`src/rtl/sdhost_dma_pkg.sv`:
```
// Shared SD host DMA encodings: decoded transfer types and block sequencer FSM states.
// Build option AUTO_CMD12_EN adds the CMD12 state and makes it the end state of multiple transfers.
package sdhost_dma_pkg;

    typedef enum logic [1:0] {
        SINGLE        = 2'b00,
        INFINITE      = 2'b01,
        MULTIPLE      = 2'b10,
        STOP_MULTIPLE = 2'b11
    } xfer_type_e;

    typedef enum logic [2:0] {
        ST_IDLE      = 3'd0,
        ST_ISSUE     = 3'd1,
        ST_WAIT_DONE = 3'd2,
        ST_GAP       = 3'd3,
        ST_FINISH    = 3'd4,
        ST_ERROR     = 3'd5
`ifdef AUTO_CMD12_EN
        ,
        ST_CMD12     = 3'd6
`endif
    } seq_state_e;

`ifdef AUTO_CMD12_EN
    localparam seq_state_e ST_MULTI_END = ST_CMD12;
`else
    localparam seq_state_e ST_MULTI_END = ST_FINISH;
`endif

    // Transfers that complete without moving any block on the data lines.
    function automatic logic skips_blocks(input xfer_type_e t, input logic cnt_zero);
        return (t == STOP_MULTIPLE) || ((t == MULTIPLE) && cnt_zero);
    endfunction

endpackage

```
`src/rtl/block_counter.sv`:
```
// Loadable down-counter holding the remaining block count; never wraps below zero.
module block_counter #(
    parameter int CNT_W = 16
) (
    input  logic             CLK,
    input  logic             RST_L,
    input  logic             load_i,
    input  logic [CNT_W-1:0] load_val_i,
    input  logic             dec_i,
    output logic [CNT_W-1:0] count_o,
    output logic             zero_o
);

    logic [CNT_W-1:0] count_q;
    logic [CNT_W-1:0] count_d;

    always_comb begin
        count_d = count_q;
        if (load_i) begin
            count_d = load_val_i;
        end else if (dec_i && (count_q != '0)) begin
            count_d = count_q - CNT_W'(1);
        end
    end

    always_ff @(posedge CLK or negedge RST_L) begin
        if (!RST_L) begin
            count_q <= '0;
        end else begin
            count_q <= count_d;
        end
    end

    assign count_o = count_q;
    assign zero_o  = (count_q == '0);

endmodule

```
`src/rtl/block_transfer_sequencer.sv`:
```
// SD host DMA block sequencer: issues one Block_Start per block and tracks completion.
// Build option AUTO_CMD12_EN adds the Auto_Cmd12_Req/Ack handshake after multiple transfers.
//
//   state     | meaning
//   IDLE      | waiting for Start
//   ISSUE     | Block_Start pulse (suppressed for zero-block transfers)
//   WAIT_DONE | waiting for Block_Done / Block_Error
//   GAP       | paused at block boundary until Continue_Request
//   FINISH    | Transfer_Complete pulse
//   ERROR     | one cycle after a block error, Error_Status set
//   CMD12     | Auto_Cmd12_Req held until Ack (AUTO_CMD12_EN only)
module block_transfer_sequencer
    import sdhost_dma_pkg::*;
#(
    parameter int CNT_W = 16
) (
    input  logic             CLK,
    input  logic             RST_L,
    input  logic             Start,
    input  logic [1:0]       Transfer_Type,
    input  logic [CNT_W-1:0] Block_Count,
    input  logic             Stop_At_Block_Gap,
    input  logic             Continue_Request,
    input  logic             Abort,
    input  logic             Block_Done,
    input  logic             Block_Error,
`ifdef AUTO_CMD12_EN
    input  logic             Auto_Cmd12_Ack,
    output logic             Auto_Cmd12_Req,
`endif
    output logic             Block_Start,
    output logic             Busy,
    output logic [CNT_W-1:0] Blocks_Remaining,
    output logic             Block_Gap_Event,
    output logic             Transfer_Complete,
    output logic             Error_Status
);

    seq_state_e       state_q, state_d;
    xfer_type_e       type_q, type_d;
    logic             err_q, err_d;
    logic             gap_evt_q, gap_evt_d;

    logic             accept;
    logic             cnt_dec;
    logic             cnt_zero;
    logic             last_blk;
    logic             skip;
    logic [CNT_W-1:0] cnt;
    logic [CNT_W-1:0] cnt_load_val;

    assign accept       = (state_q == ST_IDLE) && Start;
    assign cnt_load_val = (Transfer_Type == MULTIPLE) ? Block_Count : '0;
    assign cnt_dec      = (state_q == ST_WAIT_DONE) && Block_Done && !Block_Error && !Abort
                          && (type_q == MULTIPLE);
    assign last_blk     = (cnt == CNT_W'(1)) || cnt_zero;
    assign skip         = skips_blocks(type_q, cnt_zero);

    block_counter #(
        .CNT_W (CNT_W)
    ) u_block_counter (
        .CLK        (CLK),
        .RST_L      (RST_L),
        .load_i     (accept),
        .load_val_i (cnt_load_val),
        .dec_i      (cnt_dec),
        .count_o    (cnt),
        .zero_o     (cnt_zero)
    );

    always_ff @(posedge CLK or negedge RST_L) begin
        if (!RST_L) begin
            state_q   <= ST_IDLE;
            type_q    <= SINGLE;
            err_q     <= 1'b0;
            gap_evt_q <= 1'b0;
        end else begin
            state_q   <= state_d;
            type_q    <= type_d;
            err_q     <= err_d;
            gap_evt_q <= gap_evt_d;
        end
    end

    always_comb begin
        state_d = state_q;
        case (state_q)
            ST_IDLE: begin
                if (Start) state_d = ST_ISSUE;
            end
            ST_ISSUE: begin
                state_d = skip ? ST_FINISH : ST_WAIT_DONE;
            end
            ST_WAIT_DONE: begin
                if (Block_Error) begin
                    state_d = ST_ERROR;
                end else if (Block_Done) begin
                    if (type_q == SINGLE) begin
                        state_d = ST_FINISH;
                    end else if ((type_q == MULTIPLE) && last_blk) begin
                        state_d = ST_MULTI_END;
                    end else if (Stop_At_Block_Gap) begin
                        state_d = ST_GAP;
                    end else begin
                        state_d = ST_ISSUE;
                    end
                end
            end
            ST_GAP: begin
                if (Continue_Request) state_d = ST_ISSUE;
            end
            ST_FINISH: state_d = ST_IDLE;
            ST_ERROR:  state_d = ST_IDLE;
`ifdef AUTO_CMD12_EN
            ST_CMD12: begin
                if (Auto_Cmd12_Ack) state_d = ST_FINISH;
            end
`endif
            default:   state_d = ST_IDLE;
        endcase
        // Abort overrides every other transition, including error and completion.
        if (Abort && (state_q != ST_IDLE)) state_d = ST_IDLE;
    end

    always_comb begin
        type_d    = accept ? xfer_type_e'(Transfer_Type) : type_q;
        err_d     = err_q;
        if (accept) begin
            err_d = 1'b0;
        end else if ((state_q == ST_WAIT_DONE) && (state_d == ST_ERROR)) begin
            err_d = 1'b1;
        end
        gap_evt_d = (state_q == ST_WAIT_DONE) && (state_d == ST_GAP);
    end

    always_comb begin
        Block_Start       = (state_q == ST_ISSUE) && !skip;
        Busy              = (state_q != ST_IDLE);
        Transfer_Complete = (state_q == ST_FINISH);
        Block_Gap_Event   = gap_evt_q;
        Error_Status      = err_q;
        Blocks_Remaining  = cnt;
`ifdef AUTO_CMD12_EN
        Auto_Cmd12_Req    = (state_q == ST_CMD12);
`endif
    end

endmodule

```
`config.mk`:
```
export PLATFORM = sky130hd
export DESIGN_NAME = block_transfer_sequencer
export DESIGN_NICKNAME = d
export VERILOG_FILES = /design/src/rtl/sdhost_dma_pkg.sv /design/src/rtl/block_counter.sv /design/src/rtl/block_transfer_sequencer.sv
export SDC_FILE = /design/constraint.sdc
export NUM_CORES = 1
export LEC_CHECK = 0
export CELL_PAD_IN_SITES_DETAIL_PLACEMENT = 0
export CELL_PAD_IN_SITES_GLOBAL_PLACEMENT = 1
export CORE_ASPECT_RATIO = 0.9
export CORE_MARGIN = 4
export CORE_UTILIZATION = 35
export CTS_BUF_LIST = sky130_fd_sc_hd__clkbuf_16
export DETAILED_ROUTE_END_ITERATION = 16
export PLACE_DENSITY = 0.89
export SYNTH_ARGS = -nofsm -noshare
export SYNTH_HDL_FRONTEND = slang
export SYNTH_SLANG_ARGS = --single-unit
```
`constraint.sdc`:
```
create_clock -name CLK -period 3.17 [get_ports CLK]
set_input_delay 0.634 -clock CLK [delete_from_list [all_inputs] [get_ports CLK]]
set_output_delay 0.634 -clock CLK [all_outputs]
set_load 0.05 [all_outputs]
```
# After elaboration in Yosys (flattened, before gate mapping)
# Cells that the tools add are included.
# totals
register_bits	23
latch_bits	0
ram_bits	0
mem_bits_ro	0
mem_count	0
# op_classes
add_sub_neg	1
multipliers	0
div_mod_pow	0
n_lt_le_gt_ge	0
n_eq_ne	10
shifts	0
mux	15
bitwise_logic	0
n_reduce_logical	24
# ops
operator	n
$mux W16	3
$mux W3	8
$eq A16 B1 Y1 const B	1
$logic_not A16 Y1	1
$reduce_bool A16 Y1	1
$sub A16 B1 Y16 const B	1
$logic_and A1 B1 Y1	12
$pmux W3 S4	1
$eq A3 B2 Y1 const B	3
$eq A2 B2 Y1 const B	3
$eq A3 B3 Y1 const B	2
$reduce_bool A2 Y1	2
$eq A3 B1 Y1 const B	1
$logic_not A1 Y1	3
$logic_not A3 Y1	1
$reduce_bool A3 Y1	1
$logic_not A2 Y1	1
$logic_or A1 B1 Y1	2
$mux W1	2
$mux W2	1

# Depth between registers and ports, before layout
# Gate-level depths: netlist of the first run.
# logic_depth
depth_word	13
mapped_depth	8

# Hierarchy
# From an unflattened synthesis of the first run, not the netlist that was laid out.
# unflattened
hier_cells	199
hier_area_um2	1716.6
# by_module_without_submodules
module	n_inst	cells_per_inst	area_per_inst_um2	seq_area_each_um2
block_counter	1	124	1063.5	400.4
block_transfer_sequencer	1	75	653.1	175.2

# Worst setup path after synthesis of the first run
# OpenSTA, ideal clock, no wires.
# synth_path
path_type	register -> output
from	register u_block_counter.count_q[0] (netlist: u_block_counter.count_o[0])
to	output Block_Start
t_arrival_ns	2.219
required_time_ns	2.536
slack_ns	0.317
stages_incl_launch_ff	7
path_buffers	0
path_cell_list	dfrtp_1 > inv_1 > ha_1 > and4_1 > a21o_2 > nand2_1 > nor2b_1
# synth_between
elab_chain_len	5
# synth_lines
item	line_no	text
start: declaration	block_counter.sv:14	logic [CNT_W-1:0] count_q;
start signal: assignment	block_counter.sv:30	count_q <= count_d;
$logic_not A16 Y1	block_counter.sv:35	assign zero_o = (count_q == '0);
$logic_and A1 B1 Y1	sdhost_dma_pkg.sv:33	return (t == STOP_MULTIPLE) || ((t == MULTIPLE) && cnt_zero);
$logic_or A1 B1 Y1	sdhost_dma_pkg.sv:33	
$logic_not A1 Y1	block_transfer_sequencer.sv:137	Block_Start = (state_q == ST_ISSUE) && !skip;
$logic_and A1 B1 Y1	block_transfer_sequencer.sv:137	
end: declaration	block_transfer_sequencer.sv:31	output logic Block_Start,
# Every way passes these cells.

# Final worst setup path of the first run
# layout_path
from	register u_block_counter.count_q[4] (netlist: u_block_counter.count_o[4])
to	output Block_Start
# Same word-level chain as after synthesis.

==> metrics.txt, run 1 <==
status finished, final reports clean; H-tree Lvls 1; Nets 265; P&R area growth vs syn 35.81%; critical-path cell list or4_4 > nor4_4 > a21o_2 > nand2_1 > nor2b_1 > buf_4; clock slew at reported path FFs 0.06 ns; Yosys cell types 59; Final Cycle Share 84.60%; Hold WC Path Type reg2reg; FF/Latch Area 575.6 sq um; Synth Net Count 221; DRC Markers 0; row cnt 23; MaxCap Viol Count 0; CTS tree built; P_leak 0.9475 nW; 1st-pass router iterations 4; post-synthesis sequential area ratio 34.46%; total negative slack 0 ns; Worst Path Required 2.54 ns; Setup CP Type reg2out; final setup fails 0; vias in the first global route 1610; Setup Fix Bufs, Post-CTS 0; crit-path max FO 9; largest net degree at the start of global routing 27; Max clock buf depth 2; I/O Buffers 46; worst r2r path cells 7; Worst EP arrival 2.05 ns; Max Clk Rate 372.9 MHz; Slowest cell on crit path or4_4; Most used DFF post-synth dfrtp_1; max_slew headroom 55.15%; pre-CTS setup slack 0.4895 ns; dpl hpwl 3.461 mm; Final Hold Vio Count 0; Async SR Flop Fraction 100.0%; RePlAce Congestion 0.8324; Tightest Pin Transition 0.6727 ns; Starting Density 36.74%; post-route ant nets 0; area share of the largest cell type after synthesis 34.46%; Cell Area, Placed 2188 sq um; via count 1680; multi-input combinational cell area 998.5 sq um; Vias/cell 5.657; top cell type by total area after synthesis dfrtp_1; die width 80.82 um; Power Density 1079 nW/um^2; Setup WS post-layout 0.4882 ns; yosys warns 0; RSZ-0062 raised after global routing no; die height 73.54 um; die area 5943 sq um; io pins 47; CP bufs+invs 1; #FFs+latches synth 23; GRT overflow 0; maximum VDD drop 376.6 uV; critical path depth in cells 6; fin crit period 2.682 ns; Final Instance Area 2268 sq um; Slew Viols, Final 0; cells taking the most area after synthesis dfrtp_1 34%, nand2_1 4.3%, nor2_1 4.0%; largest stage delay on the critical path 0.60 ns; CTS root buf clkbuf_16; Netlist Area Pre-Place 1670 sq um; clock buffer count from CTS 3; Post-synth EDFFs 0; initial antenna violation count 0; GRT Total Usage 17.00%; clock skew 0.001937 ns; Synth top cells by count 23 x dfrtp_1, 19 x nand2_1, 18 x nor2_1; layout cell share with drive strength beyond 1 11.91%; post-layout util 49.89%; count leader, synth dfrtp_1; first-pass GRT wire length 7.976 mm; cts repair resizes 0; mean post-synth cell area 8.700 sq um; WL per Instance 15.94 um; Gate Count Post-Synth 192; element type at the critical path end primary output; WL final 4.733 mm; Layout fillers 470; Clock Sinks 23; Hold Crit Depth 2; delay-heaviest family, CP simple AND/OR/NAND/NOR gates; Clock Latency Late Sink 0.25 ns; Placeable Area 4547 sq um; CP Launch Type register; diode count 0; Initial DRC Count 103; CTS Hold Bufs 0
## metal layers
metal	global-route usage [%]	share of wire, %	up-vias
met5	0	0	-
met4	4.878	0.76	0
met3	3.431	6.7	2
met2	26.34	47	57
met1	23.95	45	793
li1	-	-	828
## report_power, final
group          internal (mW)  switching [mW]  leakage (nW)  total, mW
clock network          0.170           0.105        0.0409      0.274
registers              0.404           0.196         0.305      0.599
logic                  0.624           0.950         0.602       1.57
## flip-flops by register name, summed over array words and instances (netlist names)
signal	count
Block_Gap_Event	1
type_q	2
state_q	3
Error_Status	1
u_block_counter.count_o	16
## worst paths after layout
kind / startpoint / end / slack (ns)
max: u_block_counter.count_o[4] / Block_Start / 0.49
min: Error_Status / Error_Status / 0.52
max reg2reg: u_block_counter.count_o[4] / u_block_counter.count_o[8] / 0.87
min reg2reg: Error_Status / Error_Status / 0.52
max in group asynchronous: RST_L / u_block_counter.count_o[4] / 2.20
min in group asynchronous: RST_L / u_block_counter.count_o[15] / 0.74
## per-stage QoR
stage	std cells	hold WS (ns)	power [mW]
global placement	293	0.5114	2.152
CTS	297	0.5275	2.450
finish	297	0.5230	2.448
global route	297	0.5670	2.631
detailed placement	293	0.5187	2.166
floorplan	192	0.3384	1.720
## worst min-delay path, cell delays in order (launching register included)
cell and delay (ns):
dfrtp_1 0.37, inv_1 0.05, a21oi_1 0.06
## area by class of cell
cell class | count | area share, %
Clock buffer | 3 | 3.309
Timing Repair Buffer | 54 | 22.84
Tap cell | 62 | 3.420
Multi-Input combinational cell | 149 | 44.02
Inverter | 5 | 0.8274
Clock inverter | 1 | 0.2206
Sequential cell | 23 | 25.37
## cell families (layout without fill, tap and decap cells)
logic type,Yosys count,count (layout),share of synthesized area (%)
compound gates,63,63,28.47
fa+ha+maj,3,3,2.247
buf+inv,20,63,6.292
flops,23,23,34.46
mux,1,1,0.5993
simple gates,82,82,27.94
## placed cells by master, fill, tap and decap left out, drive strengths merged, types with 2 or more instances in the layout
cell,n
nor3,9
and3b,2
o22a,7
and2,4
nor2b,3
inv,5
o21ai,6
or4,3
clkbuf,3
a2bb2oi,3
nand4,3
a31oi,5
a21boi,3
a211oi,3
a22oi,5
nor4,6
a21oi,11
nand2,19
dfrtp,23
a211o,2
ha,3
a21o,3
buf,9
clkdlybuf4s50,45
or3,3
nor4b,2
a221oi,2
nor3b,3
nor2,18
a41o,2
a311oi,2
Note: power is estimated with default switching activity, not from simulation.
==> run 2: changes to the inputs <==
--- a/config.mk
+++ b/config.mk
@@ -9,10 +9,10 @@
 export CELL_PAD_IN_SITES_GLOBAL_PLACEMENT = 1
 export CORE_ASPECT_RATIO = 0.9
 export CORE_MARGIN = 4
-export CORE_UTILIZATION = 35
+export CORE_UTILIZATION = 32
 export CTS_BUF_LIST = sky130_fd_sc_hd__clkbuf_16
 export DETAILED_ROUTE_END_ITERATION = 16
-export PLACE_DENSITY = 0.89
+export PLACE_DENSITY = 0.86
 export SYNTH_ARGS = -nofsm -noshare
 export SYNTH_HDL_FRONTEND = slang
 export SYNTH_SLANG_ARGS = --single-unit
==> constraint.sdc (replaced) <==
create_clock -name CLK -period 2.2 [get_ports CLK]
set_input_delay 0.44 -clock CLK [delete_from_list [all_inputs] [get_ports CLK]]
set_output_delay 0.44 -clock CLK [all_outputs]
set_load 0.05 [all_outputs]
==> metrics.txt, run 2 (synthesized netlist as in run 1, its figures left out) <==
final std cells w/o fill 326 (was 297); most common cell after layout, fill and taps aside clkdlybuf4s50_1 (unchanged); DP Cell Count 319 (was 293); CTS root buf clkbuf_16 (unchanged); max_slew headroom 66.48% (was 55.15%); Vias/cell 5.448 (was 5.657); status finished with violations (was finished, final reports clean); Placeable Area 4955 sq um (was 4547 sq um); GRT Total Usage 15.91% (was 17.00%); io pins 47 (unchanged); hold endpoint Error_Status (unchanged); Nets 291 (was 265); dpl hpwl 3.731 mm (was 3.461 mm); fin crit period 2.320 ns; vias in the first global route 1781 (was 1610); Power Density 1569 nW/um^2 (was 1079 nW/um^2); CP Launch Type register (unchanged); Slew Viols, Final 0 (unchanged); Hold WC Path Type reg2reg (unchanged); post-layout util 51.99% (was 49.89%); Worst EP arrival 1.88 ns (was 2.05 ns); Layout fillers 467 (was 470); die width 84.16 um (was 80.82 um); initial antenna violation count 0 (unchanged); maximum VDD drop 821.3 uV (was 376.6 uV); Clock Sinks 23 (unchanged); GRT overflow 0 (unchanged); Final Hold Vio Count 0 (unchanged); DRC Markers 0 (unchanged); post-route ant nets 0 (unchanged); 1st-pass router iterations 4 (unchanged); Hold Startpoint Error_Status (unchanged); die area 6441 sq um (was 5943 sq um); MaxCap Viol Count 0 (unchanged); Tightest Pin Transition 0.5012 ns (was 0.6727 ns); Critical R2R Launch u_block_counter.count_o[7] (was u_block_counter.count_o[4]); layout cell share with drive strength beyond 1 26.44% (was 11.91%); RePlAce Congestion 0.8488 (was 0.8324); Max Clk Rate 431.0 MHz; Max clock buf depth 2 (unchanged); Worst Path Required 1.76 ns (was 2.54 ns); H-tree Lvls 1 (unchanged); Hold Crit Depth 2 (unchanged); CTS Hold Bufs 0 (unchanged); WL per Instance 15.35 um (was 15.94 um); worst r2r path cells 8 (was 7); failing checks negative setup slack; Starting Density 33.71% (was 36.74%); final setup fails 1 (was 0); max reg flops 16 (unchanged); largest net degree at the start of global routing 27 (unchanged); clock buffer count from CTS 3 (unchanged); Total Power 4.042 mW (was 2.448 mW); P&R area growth vs syn 54.23% (was 35.81%); Final Cycle Share 105.5%; P_leak 1.112 nW (was 0.9475 nW); via count 1776 (was 1680); clock slew at reported path FFs 0.06 ns (about the same); RSZ-0062 raised after global routing yes (was no); Setup CP Type reg2out (unchanged); first-pass GRT wire length 8.507 mm (was 7.976 mm); row cnt 24 (was 23); most frequent cells in the layout 43 x clkdlybuf4s50_1, 30 x buf_4, 19 x dfrtp_1 (was 45 x clkdlybuf4s50_1, 23 x dfrtp_1, 19 x nand2_1); Initial DRC Count 157 (was 103); clock skew 0.004444 ns (was 0.001937 ns); Reg-to-Reg End u_block_counter.count_o[11] (was u_block_counter.count_o[8]); die height 76.54 um (was 73.54 um); CTS tree built (unchanged); Reg2Reg Setup Slack 0.03 ns (was 0.87 ns); diode count 0 (unchanged); element type at the critical path end primary output (unchanged); Clock Latency Late Sink 0.26 ns (was 0.25 ns); I/O Buffers 46 (unchanged); crit-path max FO 2 (was 9); WL final 5.005 mm (was 4.733 mm); Setup WS post-layout -0.1200 ns (was 0.4882 ns)
==> run 2: changes by cell type in the layout (fill, tap and decap cells not counted), sizes merged <==
cell           change
buf               +28
clkdlybuf4s50      -2
==> run 2: where the power goes <==
part	leakage, nW	total [mW]	internal (mW)	switching (mW)
clock	0.0409	0.404	0.245	0.160
sequential	0.299	0.780	0.587	0.193
combinational	0.772	2.86	1.27	1.59
total	1.11	4.04	2.10	1.94
==> run 2: worst max-delay path by stage <==
stage / from / endpoint / slack, ns / cells after the start
after floorplan: u_block_counter.count_o[7] / Block_Start / -0.22 / 6
after global placement: Abort / u_block_counter.count_o[7] / -0.09 / 6
after detailed placement: Abort / u_block_counter.count_o[5] / -0.15 / 6
after CTS: u_block_counter.count_o[6] / Block_Start / -0.21 / 6
after global routing: u_block_counter.count_o[7] / Block_Start / -0.20 / 6
final: u_block_counter.count_o[7] / Block_Start / -0.12 / 6
==> run 2: critical path, stage by stage (launching register included) <==
cell     delay [ns]
dfrtp_2        0.40
or4_4          0.57
nor4_4         0.16
a21o_2         0.17
nand2_2        0.06
nor2b_4        0.13
buf_6          0.14
==> run 2: area by class of cell <==
cell class,count,area (sq um),share of cell area (%)
Multi-Input combinational cell,149,1046,40.60
Timing Repair Buffer,80,769.5,29.87
Sequential cell,23,580.6,22.54
Tap cell,65,81.33,3.157
Clock buffer,3,75.07,2.914
Inverter,5,18.77,0.7285
Clock inverter,1,5.005,0.1943
==> run 2: what timing repair did <==
action	CTS	global route
setup buffers	2	1
gates resized for setup	3	5
pin swaps	4	5
hold endpoints to repair	0	0
endpoints found under the setup margin	2	13
==> run 2: stage by stage <==
step / hold WS [ns] / TNS (ns) / cell area [sq um] / setup slack, ns
after floorplan: 0.1444 / -1.409 / 1717 / -0.2207
after global placement: 0.5033 / -0.5424 / 2445 / -0.09282
after detailed placement: 0.5301 / -1.304 / 2445 / -0.1521
after CTS: 0.5400 / -0.2917 / 2551 / -0.2096
after global routing: 0.5620 / -0.3313 / 2576 / -0.2006
final: 0.5309 / -0.1200 / 2576 / -0.1200
==> run 2: layer usage <==
metal	part of all wire, %	wire length [um]	global-route usage (%)	vias up
li1	-	-	-	875
met1	49	2436	23.88	824
met2	42	2127	23.03	73
met3	8.1	404	3.027	4
met4	0.72	36	4.180	0
met5	0	0	0	-
